**config.mk**
```make
export PLATFORM = sky130hd
export DESIGN_NAME = nibble_serial_subtractor
export DESIGN_NICKNAME = d
export VERILOG_FILES = /design/src/rtl/nibble_serial_subtractor.sv
export SDC_FILE = /design/constraint.sdc
export NUM_CORES = 1
export LEC_CHECK = 0
export BUFFER_PORTS_ARGS = -buffer_cell sky130_fd_sc_hd__buf_2
export CAP_MARGIN = 40
export CORE_MARGIN = 4
export CORE_UTILIZATION = 45
export DETAILED_ROUTE_END_ITERATION = 10
export GPL_ROUTABILITY_DRIVEN = 1
export PLACE_DENSITY = 0.69
export SLEW_MARGIN = 10
export SYNTH_ARGS = -nofsm -noshare
export SYNTH_HDL_FRONTEND = slang
export SYNTH_SLANG_ARGS = --single-unit
```
**constraint.sdc**
```tcl
create_clock -name clk -period 2.7 [get_ports clk]
set_input_delay 0.27 -clock clk [delete_from_list [all_inputs] [get_ports clk]]
set_output_delay 0.27 -clock clk [all_outputs]
set_load 0.01 [all_outputs]
```
**src/rtl/nibble_serial_subtractor.sv**
```systemverilog
// Sequential WIDTH-bit subtractor: d = a - b - bin, one CHUNK-bit slice per clock,
// LSB slice first, with the borrow carried between slices in a register.
module nibble_serial_subtractor #(
  parameter int WIDTH = 8,
  parameter int CHUNK = 4
) (
  input  logic             clk,
  input  logic             rst_n,
  input  logic             in_valid,
  output logic             in_ready,
  input  logic [WIDTH-1:0] a,
  input  logic [WIDTH-1:0] b,
  input  logic             bin,
  output logic             out_valid,
  input  logic             out_ready,
  output logic [WIDTH-1:0] d,
  output logic             bout,
  output logic             ovf,
  output logic             zero,
  output logic             neg
);

  localparam int STEPS = WIDTH / CHUNK;
  localparam int CNT_W = (STEPS > 1) ? $clog2(STEPS) : 1;
  localparam logic [CNT_W-1:0] LAST_STEP = CNT_W'(STEPS - 1);
  localparam int MSB = WIDTH - 1;

  typedef enum logic [1:0] {
    IDLE,
    CALC,
    DONE
  } state_t;

  state_t           state_q;
  logic [CNT_W-1:0] cnt_q;
  logic [WIDTH-1:0] a_q;
  logic [WIDTH-1:0] b_q;
  logic             brw_q;
  logic [WIDTH-1:0] d_q;
  logic             bout_q;
  logic             ovf_q;
  logic             zero_q;
  logic             neg_q;
  logic             out_valid_q;
  logic             in_ready_q;

  logic             accept;
  int               slice_lo;
  logic [CHUNK-1:0] a_slice;
  logic [CHUNK-1:0] b_slice;
  logic [CHUNK:0]   sum_d;
  logic [WIDTH-1:0] d_d;
  logic             brw_d;
  logic             ovf_d;
  logic             zero_d;

  // Operands are only taken while in_ready is visible to the producer.
  assign accept = (state_q == IDLE) && in_ready_q && in_valid;

  // One slice of a + ~b + ~brw: the inverted carry-out becomes the next borrow.
  always_comb begin
    // NOTE: every combinational output gets a default first so no latch is inferred.
    slice_lo = int'(cnt_q) * CHUNK;
    a_slice  = a_q[slice_lo +: CHUNK];
    b_slice  = b_q[slice_lo +: CHUNK];
    sum_d    = {1'b0, a_slice} + {1'b0, ~b_slice} + {{CHUNK{1'b0}}, ~brw_q};
    d_d      = d_q;
    d_d[slice_lo +: CHUNK] = sum_d[CHUNK-1:0];
    brw_d    = ~sum_d[CHUNK];
    ovf_d    = (a_q[MSB] ^ b_q[MSB]) & (d_d[MSB] ^ a_q[MSB]);
    zero_d   = (d_d == '0);
  end

  // NOTE: operand registers carry no reset; they are always written before being read.
  always_ff @(posedge clk) begin
    if (accept) begin
      a_q <= a;
      b_q <= b;
    end
  end

  always_ff @(posedge clk or negedge rst_n) begin
    if (!rst_n) begin
      state_q     <= IDLE;
      cnt_q       <= '0;
      brw_q       <= 1'b0;
      d_q         <= '0;
      bout_q      <= 1'b0;
      ovf_q       <= 1'b0;
      zero_q      <= 1'b0;
      neg_q       <= 1'b0;
      out_valid_q <= 1'b0;
      in_ready_q  <= 1'b0;
    end else begin
      // NOTE: non-blocking assignments keep every register update on the same edge.
      case (state_q)
        IDLE: begin
          out_valid_q <= 1'b0;
          if (accept) begin
            brw_q      <= bin;
            cnt_q      <= '0;
            in_ready_q <= 1'b0;
            state_q    <= CALC;
          end else begin
            in_ready_q <= 1'b1;
          end
        end
        CALC: begin
          d_q   <= d_d;
          brw_q <= brw_d;
          cnt_q <= cnt_q + 1'b1;
          if (cnt_q == LAST_STEP) begin
            bout_q      <= brw_d;
            ovf_q       <= ovf_d;
            zero_q      <= zero_d;
            neg_q       <= d_d[MSB];
            out_valid_q <= 1'b1;
            state_q     <= DONE;
          end
        end
        DONE: begin
          if (out_ready) begin
            out_valid_q <= 1'b0;
            in_ready_q  <= 1'b1;
            state_q     <= IDLE;
          end
        end
        default: begin
          out_valid_q <= 1'b0;
          in_ready_q  <= 1'b0;
          state_q     <= IDLE;
        end
      endcase
    end
  end

  assign in_ready  = in_ready_q;
  assign out_valid = out_valid_q;
  assign d         = d_q;
  assign bout      = bout_q;
  assign ovf       = ovf_q;
  assign zero      = zero_q;
  assign neg       = neg_q;

endmodule

```
## After elaboration in Yosys (flattened, before gate mapping)

Cells that the tools add are included.

| storage, ports and cells | value |
|---|---|
| register bits | 34 |
| input port bits | 21 |
| output and inout bits | 14 |
| logic and storage cells | 57 |

| cells by class | value |
|---|---|
| add/sub/neg operators | 4 |
| equality and inequality tests | 5 |
| shift operators | 4 |
| multiplexer cells | 15 |
| bitwise gates (word level) | 7 |
| reduce and logical (&&, ||, !) cells | 10 |

Operator list:

| cell | count |
|---|---|
| $neg 3->33 | 1 |
| $shift 4x33->8 const A | 1 |
| $shiftx 4x33->8 | 1 |
| $shiftx 8x4->4 | 2 |
| $bwmux 8 | 1 |
| $logic_not 8->1 | 1 |
| $reduce_and 2->1 | 4 |
| $mux 1 | 6 |
| $mux 2 | 3 |
| $ne 2x2->1 const B | 3 |
| $pmux 1 s2 | 3 |
| $pmux 2 s3 | 1 |
| $add 4x4->5 | 1 |
| $add 5x1->5 | 1 |
| $not 4->4 | 1 |
| $not 1->1 | 3 |
| $pmux 1 s3 | 1 |
| $reduce_and 3->1 | 1 |
| $eq 2x1->1 const B | 1 |
| $eq 2x2->1 const B | 1 |
| $logic_and 1x1->1 | 2 |
| $logic_not 2->1 | 1 |
| $reduce_bool 2->1 | 1 |
| $xor 1x1->1 | 2 |
| 2 further kinds | 2 |

## Depth between registers and ports, before layout

| depth | value |
|---|---|
| word-level depth | 8 |
| mapped depth | 8 |
| gate-level depth less buffers | 7 |

## Worst setup path before layout

No wires, ideal clock.

| timing path | value |
|---|---|
| path kind | reg-to-reg |
| start | register cnt_q |
| end | register zero_q (netlist: zero) |
| library setup time | 0.121 ns |
| arrival | 2.246 ns |
| data required time | 2.579 ns |
| setup slack | 0.333 ns |
| cell stages (with the launch flop) | 8 |
| buffers on the path | 1 |
| period minus slack after synthesis | 2.367 ns |
| cell sequence | dfrtp_1 buf_2 mux2_2 fa_1 fa_1 xor2_1 nor3b_1 a22o_1 |

| on the way | value |
|---|---|
| word-level cells in the longest chain between the ends | 7 |
| elaborated cells on any way between the ends | 11 |
| those cells by class | add/sub: 3; shift: 4; mux: 1; bitwise: 1; reduce/logical: 2 |

Ends and longest elaborated chain:

| element | line | text |
|---|---|---|
| start, declared | 35 | `logic [CNT_W-1:0] cnt_q;` |
| start signal, assigned | 111 | `cnt_q <= cnt_q + 1'b1;` |
| $shiftx 8x4->4 | 65 | `b_slice = b_q[slice_lo +: CHUNK];` |
| $not 4->4 | 66 | `sum_d = {1'b0, a_slice} + {1'b0, ~b_slice} + {{CHUNK{1'b0}}, ~brw_q};` |
| $add 4x4->5 | 66 |  |
| $add 5x1->5 | 66 |  |
| $shiftx 4x33->8 | 68 | `d_d[slice_lo +: CHUNK] = sum_d[CHUNK-1:0];` |
| $bwmux 8 | 68 |  |
| $logic_not 8->1 | 71 | `zero_d = (d_d == '0);` |
| end signal, assigned | 115 | `zero_q <= zero_d;` |
| end, declared | 42 | `logic zero_q;` |

Parallel ways exist; a longest one is shown, timed or not.
A chain may end at the register's enable or synchronous reset.

## Final worst setup path

Same ends and word-level chain as after synthesis.

==> summary.md <==
| Metric | Value |
|---|---|
| Status | completed |
| I/O pins | 35 |
| Antenna violations before repair | 0 |
| CTS tree | done |
| Distinct cells, synth | 31 |
| Largest net degree at the start of global routing | 22 |
| DP Worst Slack | 0.3321 ns |
| Clk root buf | clkbuf_4 |
| Tightest Hold Check Type | in -> reg |
| Vias | 958 |
| DIE HEIGHT | 65.09 um |
| Total Die Area | 4236 um^2 |
| Mapped Cells | 114 |
| CP required | 2.93 ns |
| Critical path class | reg -> reg |
| Core area | 3078 um^2 |
| Filler Cell Count | 267 |
| Starting DRT DRC Count | 25 |
| Max transition margin | 74.29% |
| Final Routed Wirelength | 2397 um |
| Maximum buffer depth of the clock tree | 2 |
| Synth Area in Adders | 5.290% |
| FMAX | 422.3 MHz |
| Drt wl/cell | 11.99 um |
| Post-layout worst setup margin | 0.3323 ns |
| Die width | 65.09 um |
| Yosys synthesis warning count | 0 |
| Setup_tns | 0 ns |
| Maximum Capacitance Violations | 0 |
| Gr ovfl total | 0 |
| Final Max Slew Viols | 0 |
| Post-Place Cells | 191 |
| Number of global-route vias before repair | 953 |
| Syn_nets | 140 |
| Min Tclk post-route | 2.368 ns |
| # nets final | 181 |
| CTS buffer count | 5 |
| Fraction of layout cells with a size suffix above 1 | 31.41% |
| Tcrit/Tclk final | 87.69% |
| Power per cell area | 1142 nW/um^2 |
| Clk sinks | 34 |
| Synth Area per Inst | 12.86 um^2 |
| Crit end category | flip-flop |
| Leakage | 0.0007884 uW |
| Xor/xnor share of the synthesized area | 1.195% |
| Area Growth Syn to Fin | 19.03% |
| RSZ-0062 raised after global routing | no |
| Std cell rows | 20 |
| First-pass DRT Iterations | 4 |
| Crit Path Max Fanout | 7 |
| Hold_ws | 0.1071 ns |
| Synthesized flop and latch total | 34 |
| Final Setup Violations | 0 |
| CP startpoint kind | flip-flop |
| Dpl hpwl | 1828 um |
| Non-Filler Instances | 200 |
| Max rail drop VDD | 0.4184 mV |
| Port-buffer cells | 34 |
| Drc violations | 0 |
| Final Skew | 0.002577 ns |
| GR Util All Layers | 13.54% |
| Number of H-tree levels | 2 |
| Global-route wire length before repair | 4250 um |
| Worst skew pair latency | 0.33 ns |
| Worst Path Arrival | 2.60 ns |
| Hold Vio Cnt, Final | 0 |
| ANT cells | 0 |
| Seq/Total Area, Yosys | 63.48% |
| Least-Margin Pin Slew | 0.3857 ns |
| Avg Vias per Cell | 4.790 |
| Post-Syn Area | 1466 um^2 |
| Routed Antenna Nets | 0 |
| Largest family of logic cells by synthesized area | simple AND/OR/NAND/NOR gates |
| RePlAce Congestion | 0.8594 |
| Synth Area in Compound Gates | 8.703% |
| Clock slew at reported path FFs | 0.09 ns |
| Initial Utilization | 47.64% |
| Simple-Gate Fraction of Synth Area | 13.40% |
| Mux cell area share after synthesis | 5.717% |
-- cells in the mapped netlist --
library cell  instances  area share, %
dfrtp_1              18             31
nand2_1              17            4.4
edfxtp_1             16             33
o21ai_0              15            5.1
mux2i_1               5            3.4
nand2b_1              4            1.7
nor2_1                4            1.0
ha_1                  3            2.6
inv_1                 3           0.77
mux2_2                3            2.3
a21oi_1               2           0.68
buf_2                 2           0.68
fa_1                  2            2.7
nor2b_1               2           0.85
nor3b_1               2            1.0
a211o_1               1           0.60
a211oi_1              1           0.51
a22o_1                1           0.60
and2b_2               1           0.60
and4bb_1              1           0.85
buf_6                 1           0.77
nand2_2               1           0.43
nand3_1               1           0.34
nand3_2               1           0.68
nand3b_1              1           0.51
nor4_1                1           0.43
o2111ai_1             1           0.60
o21ai_2               1           0.60
or3b_1                1           0.60
xnor2_1               1           0.60
xor2_1                1           0.60
-- kinds of logic after synthesis --
| group | Yosys count |
|---|---|
| compound gates | 22 |
| fa+ha+maj | 5 |
| flops | 34 |
| mux | 8 |
| simple gates | 37 |
| buf+inv | 6 |
| xor+xnor | 2 |
-- through the flow --
stage / instance area, um^2 / power (uW) / utilization [%]
4_1_cts: 1745 / 2032 / 56.71
3_5_place_dp: 1685 / 1774 / 54.76
3_3_place_gp: 1685 / 1732 / 54.76
5_1_grt: 1745 / 2191 / 56.71
6_report: 1745 / 1994 / 56.71
2_1_floorplan: 1466 / 1494 / -
-- state kept, by name, summed over array words and instances, names as in the netlist, 2 cells and up --
| name | flops |
|---|---|
| a_q | 8 |
| d | 8 |
| b_q | 8 |
| state_q | 2 |
-- per-layer routing --
layer | part of all wire (%) | GRT usage (%) | vias to the layer above
met3 | 7.1 | 5.373 | 5
li1 | - | - | 486
met5 | 0 | 0 | -
met1 | 43 | 16.27 | 436
met2 | 48 | 21.33 | 31
met4 | 2.0 | 6.218 | 0
-- cell usage in the layout (no fill, tap or decap), drive strengths merged --
cell / count
a211o: 1
a211oi: 1
a21oi: 2
a22o: 1
and2b: 1
and4bb: 1
buf: 36
clkbuf: 6
clkinv: 2
dfrtp: 18
dlygate4sd3: 1
edfxtp: 16
fa: 2
ha: 3
inv: 3
mux2: 3
mux2i: 5
nand2: 18
nand2b: 4
nand3: 2
nand3b: 1
nor2: 4
nor2b: 2
nor3b: 2
nor4: 1
o2111ai: 1
o21ai: 16
or3b: 1
xnor2: 1
xor2: 1
-- where the power goes --
part,internal (uW),leakage (uW),switching (uW)
clock network,97.6,0.0000297,157
logic,378,0.000385,508
registers,746,0.000374,108
-- layout make-up --
class / instances / area (um^2) / share of cell area, %
Sequential cell: 34 / 930.9 / 53.33
Multi-Input combinational cell: 74 / 503.0 / 28.82
Timing Repair Buffer: 37 / 195.2 / 11.18
Tap cell: 44 / 55.05 / 3.154
Clock buffer: 6 / 41.29 / 2.366
Inverter: 3 / 11.26 / 0.6452
Clock inverter: 2 / 8.758 / 0.5018
-- repair_timing --
item | CTS | global route
resized for setup | 0 | 0
hold buffers | 1 | 0
hold endpoints to repair | 18 | 0
buffers inserted | 0 | 0
-- path summary, 6_finish.rpt --
check / from / endpoint / slack (ns) / depth (start not counted)
setup / recovery: cnt_q / zero / 0.33 / 6
hold / removal: a[0] / a_q[0] / 0.11 / 1
setup reg to reg: cnt_q / zero / 0.33 / 6
hold reg to reg: neg / neg / 0.49 / 2
max in group asynchronous: rst_n / d[1] / 2.05 / 2
min in group asynchronous: rst_n / d[5] / 0.38 / 2
-- critical path, stage by stage, from the launching register on --
cell and delay, ns:
dfrtp_1 0.51, mux2_2 0.38, fa_1 0.42, fa_1 0.43, xor2_1 0.18, nor3b_1 0.14, a22o_1 0.20
No activity file was read; power rests on OpenSTA's default activity.
